--- src/rtl/cr_sysio_lpmd_ctrl_if.sv ---
`timescale 1ns/1ps
`default_nettype none
// +----------------------------------------------------------------------------+
// | Module      : cr_sysio_lpmd_ctrl_if                                        |
// | Description : Pad-side low-power handshake bundle between sysio and PMU.   |
// | Revision    : 1.0 - initial release                                        |
// +----------------------------------------------------------------------------+
interface cr_sysio_lpmd_ctrl_if #(
    parameter int NUM_CORE = 2
);
    logic                sysio_pad_lpmd_req;
    logic [1:0]          sysio_pad_lpmd_b;
    logic                sysio_pad_ipend_b;
    logic [NUM_CORE-1:0] sysio_pad_dbg_b;
    logic                pad_sysio_lpmd_ack;
    logic                pad_sysio_wakeup_req;

    modport master (
        output sysio_pad_lpmd_req,
        output sysio_pad_lpmd_b,
        output sysio_pad_ipend_b,
        output sysio_pad_dbg_b,
        input  pad_sysio_lpmd_ack,
        input  pad_sysio_wakeup_req
    );

    modport slave (
        input  sysio_pad_lpmd_req,
        input  sysio_pad_lpmd_b,
        input  sysio_pad_ipend_b,
        input  sysio_pad_dbg_b,
        output pad_sysio_lpmd_ack,
        output pad_sysio_wakeup_req
    );
endinterface
`default_nettype wire

--- src/rtl/cr_sysio_lpmd_ctrl.sv ---
`timescale 1ns/1ps
`default_nettype none
// +----------------------------------------------------------------------------+
// | Module      : cr_sysio_lpmd_ctrl                                           |
// | Description : Multi-core low-power controller: merges core lpmd/ipend/dbg, |
// |               runs req/ack with the PMU and returns wakeup pulses.         |
// |               Define SYSIO_LPMD_TIMEOUT_EN to add the ack-timeout counter. |
// | Revision    : 1.0 - initial release                                        |
// +----------------------------------------------------------------------------+
module cr_sysio_lpmd_ctrl #(
    parameter int NUM_CORE = 2,
    parameter int TO_W     = 8,
    parameter int SYNC_STG = 2
) (
    input  logic                  sysio_lpmd_gated_clk,
    input  logic                  cpurst_b,
    input  logic                  clk_en,
    input  logic [2*NUM_CORE-1:0] cp0_sysio_lpmd_b,
    input  logic [NUM_CORE-1:0]   cp0_sysio_ipend_b,
    input  logic [NUM_CORE-1:0]   iu_yy_xx_dbgon,
    cr_sysio_lpmd_ctrl_if.master  pad,
    output logic                  sysio_gated_en,
    output logic [NUM_CORE-1:0]   sysio_cp0_wakeup,
    output logic [1:0]            sysio_cp0_sys_view_lpmd_b,
    output logic                  sysio_lpmd_to
);

    typedef enum logic [1:0] {
        S_RUN  = 2'd0,
        S_REQ  = 2'd1,
        S_LP   = 2'd2,
        S_WAKE = 2'd3
    } state_t;

    state_t              r_state;
    logic                r_req;
    logic [1:0]          r_lpmd_b;
    logic [NUM_CORE-1:0] r_wakeup;
    logic                r_ipend_b;
    logic [NUM_CORE-1:0] r_dbg_b;
    logic [SYNC_STG-1:0] r_sync;

    logic [1:0]          w_sys_mode;
    logic                w_enter_ok;
    logic                w_wake;
    logic                w_sync_busy;
    logic                w_ipend_any;
    logic                w_dbg_any;

    // Shallowest requested mode wins: numerically largest encoding.
    always_comb begin
        w_sys_mode = 2'b00;
        for (int i = 0; i < NUM_CORE; i++) begin
            if (cp0_sysio_lpmd_b[2*i +: 2] > w_sys_mode) begin
                w_sys_mode = cp0_sysio_lpmd_b[2*i +: 2];
            end
        end
    end

    assign w_ipend_any = ~&cp0_sysio_ipend_b;
    assign w_dbg_any   = |iu_yy_xx_dbgon;
    assign w_enter_ok  = (w_sys_mode != 2'b11) & ~w_ipend_any & ~w_dbg_any;
    assign w_wake      = r_sync[SYNC_STG-1] | w_ipend_any | w_dbg_any;
    assign w_sync_busy = |(r_sync ^ {SYNC_STG{pad.pad_sysio_wakeup_req}});

    // Keep the clock alive in LP until any wake source has fully propagated.
    assign sysio_gated_en = clk_en & ((r_state != S_LP)
                                      | pad.pad_sysio_wakeup_req
                                      | w_sync_busy
                                      | w_ipend_any
                                      | w_dbg_any
                                      | (|(r_dbg_b ^ ~iu_yy_xx_dbgon)));

    always_ff @(posedge sysio_lpmd_gated_clk or negedge cpurst_b) begin
        if (!cpurst_b) begin
            r_sync    <= '0;
            r_ipend_b <= 1'b0;
            r_dbg_b   <= '1;
        end else if (clk_en) begin
            r_sync    <= {r_sync[SYNC_STG-2:0], pad.pad_sysio_wakeup_req};
            r_ipend_b <= &cp0_sysio_ipend_b;
            r_dbg_b   <= ~iu_yy_xx_dbgon;
        end
    end

`ifdef SYSIO_LPMD_TIMEOUT_EN
    localparam logic [TO_W-1:0] c_TO_LAST = {{(TO_W-1){1'b1}}, 1'b0};
    logic [TO_W-1:0] r_cnt;
    logic            r_to;
`endif

    always_ff @(posedge sysio_lpmd_gated_clk or negedge cpurst_b) begin
        if (!cpurst_b) begin
            r_state  <= S_RUN;
            r_req    <= 1'b0;
            r_lpmd_b <= 2'b11;
            r_wakeup <= '0;
`ifdef SYSIO_LPMD_TIMEOUT_EN
            r_cnt    <= '0;
            r_to     <= 1'b0;
`endif
        end else if (clk_en) begin
            r_wakeup <= '0;
            case (r_state)
                S_RUN: begin
                    if (w_enter_ok) begin
                        r_state  <= S_REQ;
                        r_req    <= 1'b1;
                        r_lpmd_b <= w_sys_mode;
`ifdef SYSIO_LPMD_TIMEOUT_EN
                        r_cnt    <= '0;
`endif
                    end
                end
                S_REQ: begin
                    // Abort takes priority over an ack arriving in the same cycle.
                    if (!w_enter_ok) begin
                        r_state  <= S_RUN;
                        r_req    <= 1'b0;
                        r_lpmd_b <= 2'b11;
                    end else if (pad.pad_sysio_lpmd_ack) begin
                        r_state  <= S_LP;
                    end
`ifdef SYSIO_LPMD_TIMEOUT_EN
                    else if (r_cnt == c_TO_LAST) begin
                        r_state  <= S_RUN;
                        r_req    <= 1'b0;
                        r_lpmd_b <= 2'b11;
                        r_to     <= 1'b1;
                    end else begin
                        r_cnt    <= r_cnt + 1'b1;
                    end
`endif
                end
                S_LP: begin
                    if (w_wake) begin
                        r_state  <= S_WAKE;
                        r_req    <= 1'b0;
                        r_lpmd_b <= 2'b11;
                        r_wakeup <= '1;
                    end
                end
                S_WAKE: begin
                    if (!pad.pad_sysio_lpmd_ack) begin
                        r_state <= S_RUN;
                    end
                end
                default: begin
                    r_state <= S_RUN;
                end
            endcase
        end
    end

    assign pad.sysio_pad_lpmd_req   = r_req;
    assign pad.sysio_pad_lpmd_b     = r_lpmd_b;
    assign pad.sysio_pad_ipend_b    = r_ipend_b;
    assign pad.sysio_pad_dbg_b      = r_dbg_b;
    assign sysio_cp0_wakeup          = r_wakeup;
    assign sysio_cp0_sys_view_lpmd_b = r_lpmd_b;

`ifdef SYSIO_LPMD_TIMEOUT_EN
    assign sysio_lpmd_to = r_to;
`else
    // No counter in this build; TO_W only keeps the parameter list stable.
    assign sysio_lpmd_to = (TO_W < 0);
`endif

endmodule
`default_nettype wire

--- src/flat_wrapper.sv ---
// flat-port wrapper written by rule: the top's interface ports become plain ports
module cr_sysio_lpmd_ctrl_flat 
#(
    parameter int NUM_CORE = 2,
    parameter int TO_W     = 8,
    parameter int SYNC_STG = 2
)
  (sysio_lpmd_gated_clk, cpurst_b, clk_en, cp0_sysio_lpmd_b, cp0_sysio_ipend_b, iu_yy_xx_dbgon, sysio_gated_en, sysio_cp0_wakeup, sysio_cp0_sys_view_lpmd_b, sysio_lpmd_to, pad_sysio_pad_lpmd_req, pad_sysio_pad_lpmd_b, pad_sysio_pad_ipend_b, pad_sysio_pad_dbg_b, pad_pad_sysio_lpmd_ack, pad_pad_sysio_wakeup_req);
  cr_sysio_lpmd_ctrl_if #(.NUM_CORE(NUM_CORE)) pad_i ();
  input  logic sysio_lpmd_gated_clk;
  input  logic cpurst_b;
  input  logic clk_en;
  input  logic [2*NUM_CORE-1:0] cp0_sysio_lpmd_b;
  input  logic [NUM_CORE-1:0] cp0_sysio_ipend_b;
  input  logic [NUM_CORE-1:0] iu_yy_xx_dbgon;
  output logic sysio_gated_en;
  output logic [NUM_CORE-1:0] sysio_cp0_wakeup;
  output logic [1:0] sysio_cp0_sys_view_lpmd_b;
  output logic sysio_lpmd_to;
  output wire logic [$bits(pad_i.sysio_pad_lpmd_req)-1:0] pad_sysio_pad_lpmd_req;
  output wire logic [$bits(pad_i.sysio_pad_lpmd_b)-1:0] pad_sysio_pad_lpmd_b;
  output wire logic [$bits(pad_i.sysio_pad_ipend_b)-1:0] pad_sysio_pad_ipend_b;
  output wire logic [$bits(pad_i.sysio_pad_dbg_b)-1:0] pad_sysio_pad_dbg_b;
  input wire logic [$bits(pad_i.pad_sysio_lpmd_ack)-1:0] pad_pad_sysio_lpmd_ack;
  input wire logic [$bits(pad_i.pad_sysio_wakeup_req)-1:0] pad_pad_sysio_wakeup_req;
  assign pad_sysio_pad_lpmd_req = pad_i.sysio_pad_lpmd_req;
  assign pad_sysio_pad_lpmd_b = pad_i.sysio_pad_lpmd_b;
  assign pad_sysio_pad_ipend_b = pad_i.sysio_pad_ipend_b;
  assign pad_sysio_pad_dbg_b = pad_i.sysio_pad_dbg_b;
  assign pad_i.pad_sysio_lpmd_ack = pad_pad_sysio_lpmd_ack;
  assign pad_i.pad_sysio_wakeup_req = pad_pad_sysio_wakeup_req;
  cr_sysio_lpmd_ctrl #(.NUM_CORE(NUM_CORE), .TO_W(TO_W), .SYNC_STG(SYNC_STG)) u_core (.sysio_lpmd_gated_clk(sysio_lpmd_gated_clk), .cpurst_b(cpurst_b), .clk_en(clk_en), .cp0_sysio_lpmd_b(cp0_sysio_lpmd_b), .cp0_sysio_ipend_b(cp0_sysio_ipend_b), .iu_yy_xx_dbgon(iu_yy_xx_dbgon), .pad(pad_i), .sysio_gated_en(sysio_gated_en), .sysio_cp0_wakeup(sysio_cp0_wakeup), .sysio_cp0_sys_view_lpmd_b(sysio_cp0_sys_view_lpmd_b), .sysio_lpmd_to(sysio_lpmd_to));
endmodule
--- config.mk ---
export PLATFORM = sky130hd
export DESIGN_NAME = cr_sysio_lpmd_ctrl_flat
export DESIGN_NICKNAME = d
export VERILOG_FILES = /design/src/rtl/cr_sysio_lpmd_ctrl_if.sv /design/src/rtl/cr_sysio_lpmd_ctrl.sv /design/src/flat_wrapper.sv
export SDC_FILE = /design/constraint.sdc
export NUM_CORES = 1
export LEC_CHECK = 0
export ABC_AREA = 1
export CAP_MARGIN = 10
export CORE_MARGIN = 5
export CORE_UTILIZATION = 41
export DETAILED_ROUTE_END_ITERATION = 12
export PLACE_DENSITY = 0.74
export SLEW_MARGIN = 20
export SYNTH_ARGS = -nofsm -noshare
export SYNTH_HDL_FRONTEND = slang
export SYNTH_SLANG_ARGS = --single-unit
--- constraint.sdc ---
create_clock -name sysio_lpmd_gated_clk -period 1.3 [get_ports sysio_lpmd_gated_clk]
set_input_delay 0.13 -clock sysio_lpmd_gated_clk [delete_from_list [all_inputs] [get_ports sysio_lpmd_gated_clk]]
set_output_delay 0.13 -clock sysio_lpmd_gated_clk [all_outputs]
set_load 0.02 [all_outputs]
==> Implementation_results.wiki, run 1 <==
{| class="wikitable"
! Metric !! Value
|-
| TritonCTS buffer count || 3
|-
| Internal portion of total power || 1.03 mW
|-
| Remaining global-route overflow || 0
|-
| Routed wire length per instance || between 10 and 15 um
|-
| Count of pins over their slew limit || 0
|-
| Hold buffer count at CTS || 0
|-
| Hold violation total from the final report || 0
|-
| Switching Power || 0.705 mW
|-
| Horiz. Die Dim || between 50 and 60 um
|-
| Data required time at the worst endpoint || 1.17 ns
|-
| Sink count of the clock tree || 11
|-
| Number of global-route vias before repair || 909
|-
| Number of top-level pins || 25
|-
| Cell Count Post-Placement || 163
|-
| Commonest cells in the synthesized netlist || nand2_1, inv_1, ha_1, dfrtp_1, o21ai_0
|-
| Final worst-path cycle share || 119%
|-
| Worst setup path startpoint || u_core.r_state[0]
|-
| Synthesized-area fraction occupied by ao, oa, aoi and oai cells || 12.9%
|-
| Avg Vias per Cell || about 4.8
|-
| Number of flip-flops and latches in the synthesized netlist || 11
|-
| WL final || 2420 um
|-
| Unrepaired setup endpoints after global routing || yes
|-
| Cell type with the largest total area after synthesis || dfrtp_1
|-
| Chip height || 54.6 um
|-
| TritonRoute pass-1 iters || 4
|-
| Portion of the post-synthesis area used by sequential elements || 34.4%
|-
| Antenna Cells || 0
|-
| Top area cells in the synthesized netlist || dfrtp_1, ha_1, dfstp_2
|-
| Net switching share of the total power || 40.6%
|-
| Proportion of layout cells with a drive suffix above 1 || 48.3%
|-
| Adder-cell share of the synthesized area || 13.8%
|-
| VDD IR max || 854 uV
|-
| Post-Syn Nets || 123
|-
| Post-synthesis xor/xnor area fraction || 0%
|-
| Slew at the pin with the worst max-slew slack || about 0.53 ns
|-
| Insertion delay of the later-clocked pin in the worst-skew pair || between 0.2 and 0.3 ns
|-
| Most frequently used cell type in the post-synthesis netlist || nand2_1
|-
| Leakage dissipation || 0.698 nW
|-
| Share of synthesized area spent on multiplexers || 0%
|-
| Number of maximum-capacitance violations || 0
|-
| Biggest fanout along the worst timing path || 2
|-
| Area growth syn-to-layout || 69.9%
|-
| Share of the core filled with cells || 72.0%
|-
| Number of placement rows || 16
|-
| Top cell type's share of synthesized area || ~22%
|-
| Sort of element at the end of the critical path || output port
|-
| Overall fraction of global-route tracks in use || 17.4%
|-
| Fin worst setup slack || -0.251 ns
|-
| Run status || finished with violations
|-
| Register-to-Register Path Depth || 10
|-
| Vias || around 840
|-
| Worst Hold Slack || 0.217 ns
|-
| Top flip-flop cell by instance count after synthesis || dfrtp_1
|-
| H-tree level count || 1
|-
| Count of buffers inserted at the top-level ports || 23
|-
| Post-route standard cell area excluding fillers || 1380 um2
|-
| Largest net degree at the start of global routing || 12
|-
| Total Neg Setup Slack || -0.942 ns
|-
| Maximum clock frequency || approximately 640 MHz
|-
| Area of placed instances || about 1200 um2
|-
| Type of element launching the critical path || flop
|-
| Yosys warnings || 0
|-
| Starting utilization of the core area || 42.4%
|-
| Violations in the final reports || negative setup slack
|-
| Number of nets at the end of the flow || roughly 170
|-
| Number of enable flip-flop cells after synthesis || 0
|-
| Proportion of power drawn by flip-flops and latches || 29.7%
|-
| Detailed placer's ending HPWL || roughly 1500 um
|-
| Worst hold-check path type || primary input to asynchronous set/reset pin
|-
| Gate power share || 57.2%
|-
| Synth cell types || 21
|-
| Std-Cell Core Area || approximately 1900 um2
|-
| Post-CTS clock slew at the launch and capture registers of the worst setup and hold paths || about 0.070 ns
|-
| Setup CP Type || flop to output port
|-
| Final period demand of the worst path || 1.55 ns
|-
| Violation count after the first detailed-route iteration || 11
|-
| Synthesized area || 815 um2
|-
| Avg Inst Size Synth || 8.06 um2
|-
| Maximum number of buffers from clock root to sink || 2
|-
| Worst Path Arrival || 1.42 ns
|-
| Simple-Gate Fraction of Synth Area || 26.0%
|-
| Worst-case clock skew || between 0.002 and 0.0025 ns
|-
| Number of antenna-violating nets in the routed design || 0
|-
| Global-route wire length before repair || 3740 um
|-
| Number of antenna violations at the first check in global routing || 0
|-
| Clock tree from TritonCTS || done
|-
| DRC || 0
|-
| Master cell of the clock root buffer || clkbuf_4
|-
| Number of failing setup endpoints in the final timing report || 6
|-
| Final estimated routing congestion in global placement || ~0.72
|-
| Power per cell area || between 1000 and 1500 nW/um2
|-
| Die outline area || 2980 um2
|-
| Largest family of logic cells by synthesized area || simple AND/OR/NAND/NOR gates
|-
| Max-slew headroom || 64.6%
|-
| Post-Layout Cell Count || 176
|-
| Share of total power in the clock network || 13.1%
|-
| Setup slack on the worst flop-to-flop path || -0.19 ns
|-
| Share of synthesized registers carrying an async set or reset || 100%
|-
| Synthesized instance count || 101
|}
==> logic make-up (layout without fill, tap and decap cells) <==
group / count (synthesis) / after routing
buffers and inverters: 23 / 71
AND/OR/NAND/NOR: 41 / 41
AO/OA/AOI/OAI: 16 / 16
adder cells (fa/ha/maj): 9 / 9
other: 1 / 1
flip-flops: 11 / 11
==> registers in the layout, summed over array words and instances, names as in the netlist, named ones only <==
signal / flops
u_core.r_sync: 2
u_core.r_state: 1
u_core.sysio_cp0_wakeup: 1
u_core.pad.sysio_pad_lpmd_req: 1
u_core.pad.sysio_pad_lpmd_b: 2
u_core.pad.sysio_pad_dbg_b: 2
u_core.pad.sysio_pad_ipend_b: 1
==> worst max path at each step <==
stage / endpoint / slack [ns] / cells past startpoint
global route: sysio_gated_en / -0.31 / 6
CTS: sysio_gated_en / -0.29 / 4
finish: sysio_gated_en / -0.25 / 6
floorplan: sysio_gated_en / -0.01 / 5
global placement: sysio_gated_en / -0.61 / 6
detailed placement: sysio_gated_en / -0.66 / 6
==> metrics by stage <==
stage                     total power [mW]  worst slack [ns]
after floorplan                      0.992           -0.0137
after global placement                1.32            -0.614
after detailed placement              1.34            -0.662
after CTS                             1.61            -0.292
after global routing                  1.87            -0.313
final                                 1.74            -0.251
==> layout make-up <==
cell class / count / area, um2
repair buffers: 49 / 404
fillers: 151 / 538
clock buffers: 4 / 26.3
inverters: 18 / 70.1
well taps: 27 / 33.8
multi-input cells: 67 / 569
flip-flops and latches: 11 / 280
==> routing by layer <==
metal | track usage (%) | routed length, um | vias to the layer above
met2 | 36.1 | 1340 | 26
met3 | 1.63 | 98 | 6
met5 | 0 | 0 | -
li1 | - | - | 414
met1 | 16.4 | 909 | 397
met4 | 8.30 | 74 | 0
==> critical path, stage by stage (launching register included) <==
cell       delay [ns]
dfrtp_1          0.39
inv_2            0.08
ha_4             0.14
nand3_4          0.08
a2111oi_4        0.21
a21oi_2          0.10
buf_4            0.16
==> timing repair <==
action | CTS | global route
pin swaps | 16 | 7
setup buffers | 10 | 4
endpoints found under the setup margin | 16 | 11
gates resized for setup | 54 | 19
==> layout by cell type (no fill, tap or decap), drive strengths merged <==
| master | Yosys | final |
|---|---|---|
| buf | 4 | 30 |
| nand2 | 25 | 25 |
| inv | 18 | 18 |
| o21ai | 11 | 11 |
| dlygate4sd2 | 0 | 10 |
| ha | 9 | 9 |
| nand3 | 8 | 8 |
| dfrtp | 7 | 7 |
| nor2 | 5 | 5 |
| clkbuf | 1 | 5 |
| clkdlybuf4s50 | 0 | 4 |
| clkdlybuf4s15 | 0 | 4 |
| dfstp | 4 | 4 |
| a21oi | 4 | 4 |
| nand4 | 2 | 2 |
| nor3 | 1 | 1 |
| a2111oi | 1 | 1 |
| conb | 1 | 1 |
==> power by group through the flow <==
stage | logic, mW | clock network, mW | registers [mW]
final | 0.993 | 0.227 | 0.516
after global routing | 1.09 | 0.252 | 0.527
after CTS | 0.867 | 0.234 | 0.503
after detailed placement | 0.825 | 0 | 0.513
after global placement | 0.805 | 0 | 0.512
after floorplan | 0.393 | 0 | 0.600
No activity file was read; power rests on OpenSTA's default activity.
==> inputs of run 2 (changes only) <==
--- a/config.mk
+++ b/config.mk
@@ -11,6 +11,7 @@
 export CORE_UTILIZATION = 41
 export DETAILED_ROUTE_END_ITERATION = 12
 export PLACE_DENSITY = 0.74
+export REMOVE_ABC_BUFFERS = 1
 export SLEW_MARGIN = 20
 export SYNTH_ARGS = -nofsm -noshare
 export SYNTH_HDL_FRONTEND = slang
==> run 2 against run 1 <==
Compared with the run above:
- the flow still finishes with violations (negative setup slack)
- clock skew is 0.0039 ns higher
- combinational power fell by 6.6%
- register-to-register slack better by 0.05 ns
- highest routed layer unchanged
- critical path depth did not move
- core utilization decreased by 1.1 points
- routed wire length fell by 12%
- sequential share of layout area rose by 0.32 points
- sequential power increased by 1%
- flip-flop and latch count did not move
- die area did not move
- cell count shrank 2.8%
- fmax shrank 0.85%
==> Implementation_results.wiki, run 2 (synthesis results as in run 1) <==
{| class="wikitable"
! Metric !! Value
|-
| Run status || finished with violations (unchanged)
|-
| Violations in the final reports || negative setup slack (unchanged)
|-
| Power per cell area || 1230 nW/um2 (was 1250 nW/um2)
|-
| Master cell of the clock root buffer || clkbuf_4 (unchanged)
|-
| Violation count after the first detailed-route iteration || 7 (was 11)
|-
| Count of pins over their slew limit || 0 (unchanged)
|-
| Die outline area || 2980 um2 (unchanged)
|-
| Antenna Cells || 0 (unchanged)
|-
| Overall fraction of global-route tracks in use || 17.0% (was 17.4%)
|-
| Sort of element at the end of the critical path || output port (unchanged)
|-
| Number of global-route vias before repair || 842 (was 909)
|-
| Type of element launching the critical path || flop (unchanged)
|-
| Post-CTS clock slew at the launch and capture registers of the worst setup and hold paths || 0.07 ns (about the same)
|-
| DRC || 0 (unchanged)
|-
| Starting utilization of the core area || 42.4% (unchanged)
|-
| Number of placement rows || 16 (unchanged)
|-
| Worst hold-check path type || primary input to asynchronous set/reset pin (unchanged)
|-
| Number of failing setup endpoints in the final timing report || 6 (unchanged)
|-
| Maximum number of buffers from clock root to sink || 2 (unchanged)
|-
| Max-slew headroom || 64.6% (about the same)
|-
| WL final || 2120 um (was 2420 um)
|-
| Area occupied by multi-input gates || 578 um2 (was 569 um2)
|-
| Worst-case clock skew || 0.00617 ns (was 0.00228 ns)
|-
| TritonCTS buffer count || 3 (unchanged)
|-
| Number of nets at the end of the flow || 167 (was 172)
|-
| Setup slack on the worst flop-to-flop path || -0.14 ns (was -0.19 ns)
|-
| Biggest fanout along the worst timing path || 2 (unchanged)
|-
| Sink count of the clock tree || 11 (unchanged)
|-
| Setup CP Type || flop to output port (unchanged)
|-
| Hold buffer count at CTS || 0 (unchanged)
|-
| Most frequent standard cell in the layout excluding fill and tap cells || buf_4 (unchanged)
|-
| Final period demand of the worst path || 1.56 ns (was 1.55 ns)
|-
| Hold violation total from the final report || 0 (unchanged)
|-
| Area occupied by registers || 280 um2 (unchanged)
|-
| Clock tree from TritonCTS || done (unchanged)
|-
| Worst Hold Slack || 0.211 ns (was 0.217 ns)
|-
| Avg Vias per Cell || 4.68 (was 4.79)
|-
| Std-Cell Core Area || 1920 um2 (unchanged)
|-
| CP delay by family, top || flip-flops (unchanged)
|-
| Maximum clock frequency || 639 MHz (was 645 MHz)
|-
| Global-route wire length before repair || 3630 um (was 3740 um)
|-
| Number of fillers in the final layout || 147 (was 151)
|-
| Power consumption || 1.68 mW (was 1.74 mW)
|-
| Most frequent cells in the layout || buf_4, nand2_1, inv_1 (unchanged)
|-
| Slew at the pin with the worst max-slew slack || 0.530 ns (was 0.529 ns)
|-
| Number of maximum-capacitance violations || 0 (unchanged)
|-
| Detailed placer's ending HPWL || 1450 um (was 1480 um)
|-
| Horiz. Die Dim || 54.6 um (unchanged)
|-
| Proportion of layout cells with a drive suffix above 1 || 47.2% (was 48.3%)
|-
| Number of antenna-violating nets in the routed design || 0 (unchanged)
|-
| Fin worst setup slack || -0.264 ns (was -0.251 ns)
|-
| Final estimated routing congestion in global placement || 0.742 (was 0.724)
|-
| Register-to-Register Path Depth || 9 (was 10)
|-
| H-tree level count || 1 (unchanged)
|-
| Count of buffer and inverter cells on the critical path || 2 (unchanged)
|-
| Slowest CP cell || dfrtp_1 (unchanged)
|-
| Leakage dissipation || 0.671 nW (was 0.698 nW)
|-
| Routed wire length per instance || 12.4 um (was 13.8 um)
|-
| TritonRoute pass-1 iters || 4 (unchanged)
|-
| Count of buffers inserted at the top-level ports || 23 (unchanged)
|-
| Crit Reg-Reg Endpoint || u_core.pad.sysio_pad_lpmd_req
|-
| Chip height || 54.6 um (unchanged)
|-
| CP max stage delay || 0.39 ns (about the same)
|-
| Insertion delay of the later-clocked pin in the worst-skew pair || 0.26 ns (about the same)
|-
| Number of antenna violations at the first check in global routing || 0 (unchanged)
|-
| Final worst-path cycle share || 120% (was 119%)
|-
| Vias || 801 (was 843)
|-
| Area growth syn-to-layout || 67.3% (was 69.9%)
|-
| Total Neg Setup Slack || -0.783 ns (was -0.942 ns)
|-
| Cell breakdown of the critical path || inv_2, ha_4, nand3_4, a2111oi_4, a21oi_1, buf_4 (was inv_2, ha_4, nand3_4, a2111oi_4, a21oi_2, buf_4)
|-
| Share of the core filled with cells || 70.9% (was 72.0%)
|-
| Largest net degree at the start of global routing || 12 (unchanged)
|-
| Data required time at the worst endpoint || 1.17 ns (about the same)
|-
| Remaining global-route overflow || 0 (unchanged)
|-
| Worst Path Arrival || 1.43 ns (was 1.42 ns)
|-
| VDD IR max || 719 uV (was 854 uV)
|-
| Number of top-level pins || 25 (unchanged)
|-
| Unrepaired setup endpoints after global routing || yes (unchanged)
|}
## run 2: through the flow
step / worst slack (ns) / area (um2) / instances
2_1_floorplan: -0.0903 / 781 / 96
3_3_place_gp: -0.615 / 1160 / 162
3_5_place_dp: -0.642 / 1160 / 162
4_1_cts: -0.296 / 1330 / 170
5_1_grt: -0.331 / 1360 / 171
6_report: -0.264 / 1360 / 171
## run 2: cell type report
type,count,share of cell area [%]
multi-input cells,67,42.4
flip-flops and latches,11,20.6
repair buffers,44,27.5
clock buffers,4,1.93
well taps,27,2.48
inverters,18,5.14
## run 2: what timing repair did
| item | CTS | global route |
|---|---|---|
| endpoints found under the setup margin | 16 | 11 |
| gates resized for setup | 64 | 12 |
| buffers inserted | 6 | 1 |
| cloned | 0 | 0 |
| pin swaps | 16 | 8 |
## run 2: per-layer routing
metal  global-route usage, %  part of all wire [%]  vias up
met5                       0                     0        -
met4                    6.22                  0.85        0
met3                   0.817                   3.9        2
met2                    33.3                    55       18
met1                    18.9                    40      379
li1                        -                     -      402
## run 2: worst max path at each step
stage	from	endpoint	slack, ns	cells past startpoint
global placement	cp0_sysio_ipend_b[0]	sysio_gated_en	-0.62	7
global route	u_core.r_state[0]	sysio_gated_en	-0.33	6
detailed placement	iu_yy_xx_dbgon[1]	sysio_gated_en	-0.64	6
finish	u_core.r_state[0]	sysio_gated_en	-0.26	6
CTS	u_core.pad.sysio_pad_dbg_b[1]	sysio_gated_en	-0.30	4
floorplan	u_core.r_state[0]	u_core.pad.sysio_pad_lpmd_req	-0.09	8
## run 2: report_power, final
part	leakage, nW	total (mW)	internal (mW)	switching [mW]
registers	0.132	0.523	0.454	0.0698
clock network	0.0150	0.228	0.118	0.110
logic	0.524	0.927	0.422	0.506
total	0.671	1.68	0.994	0.686
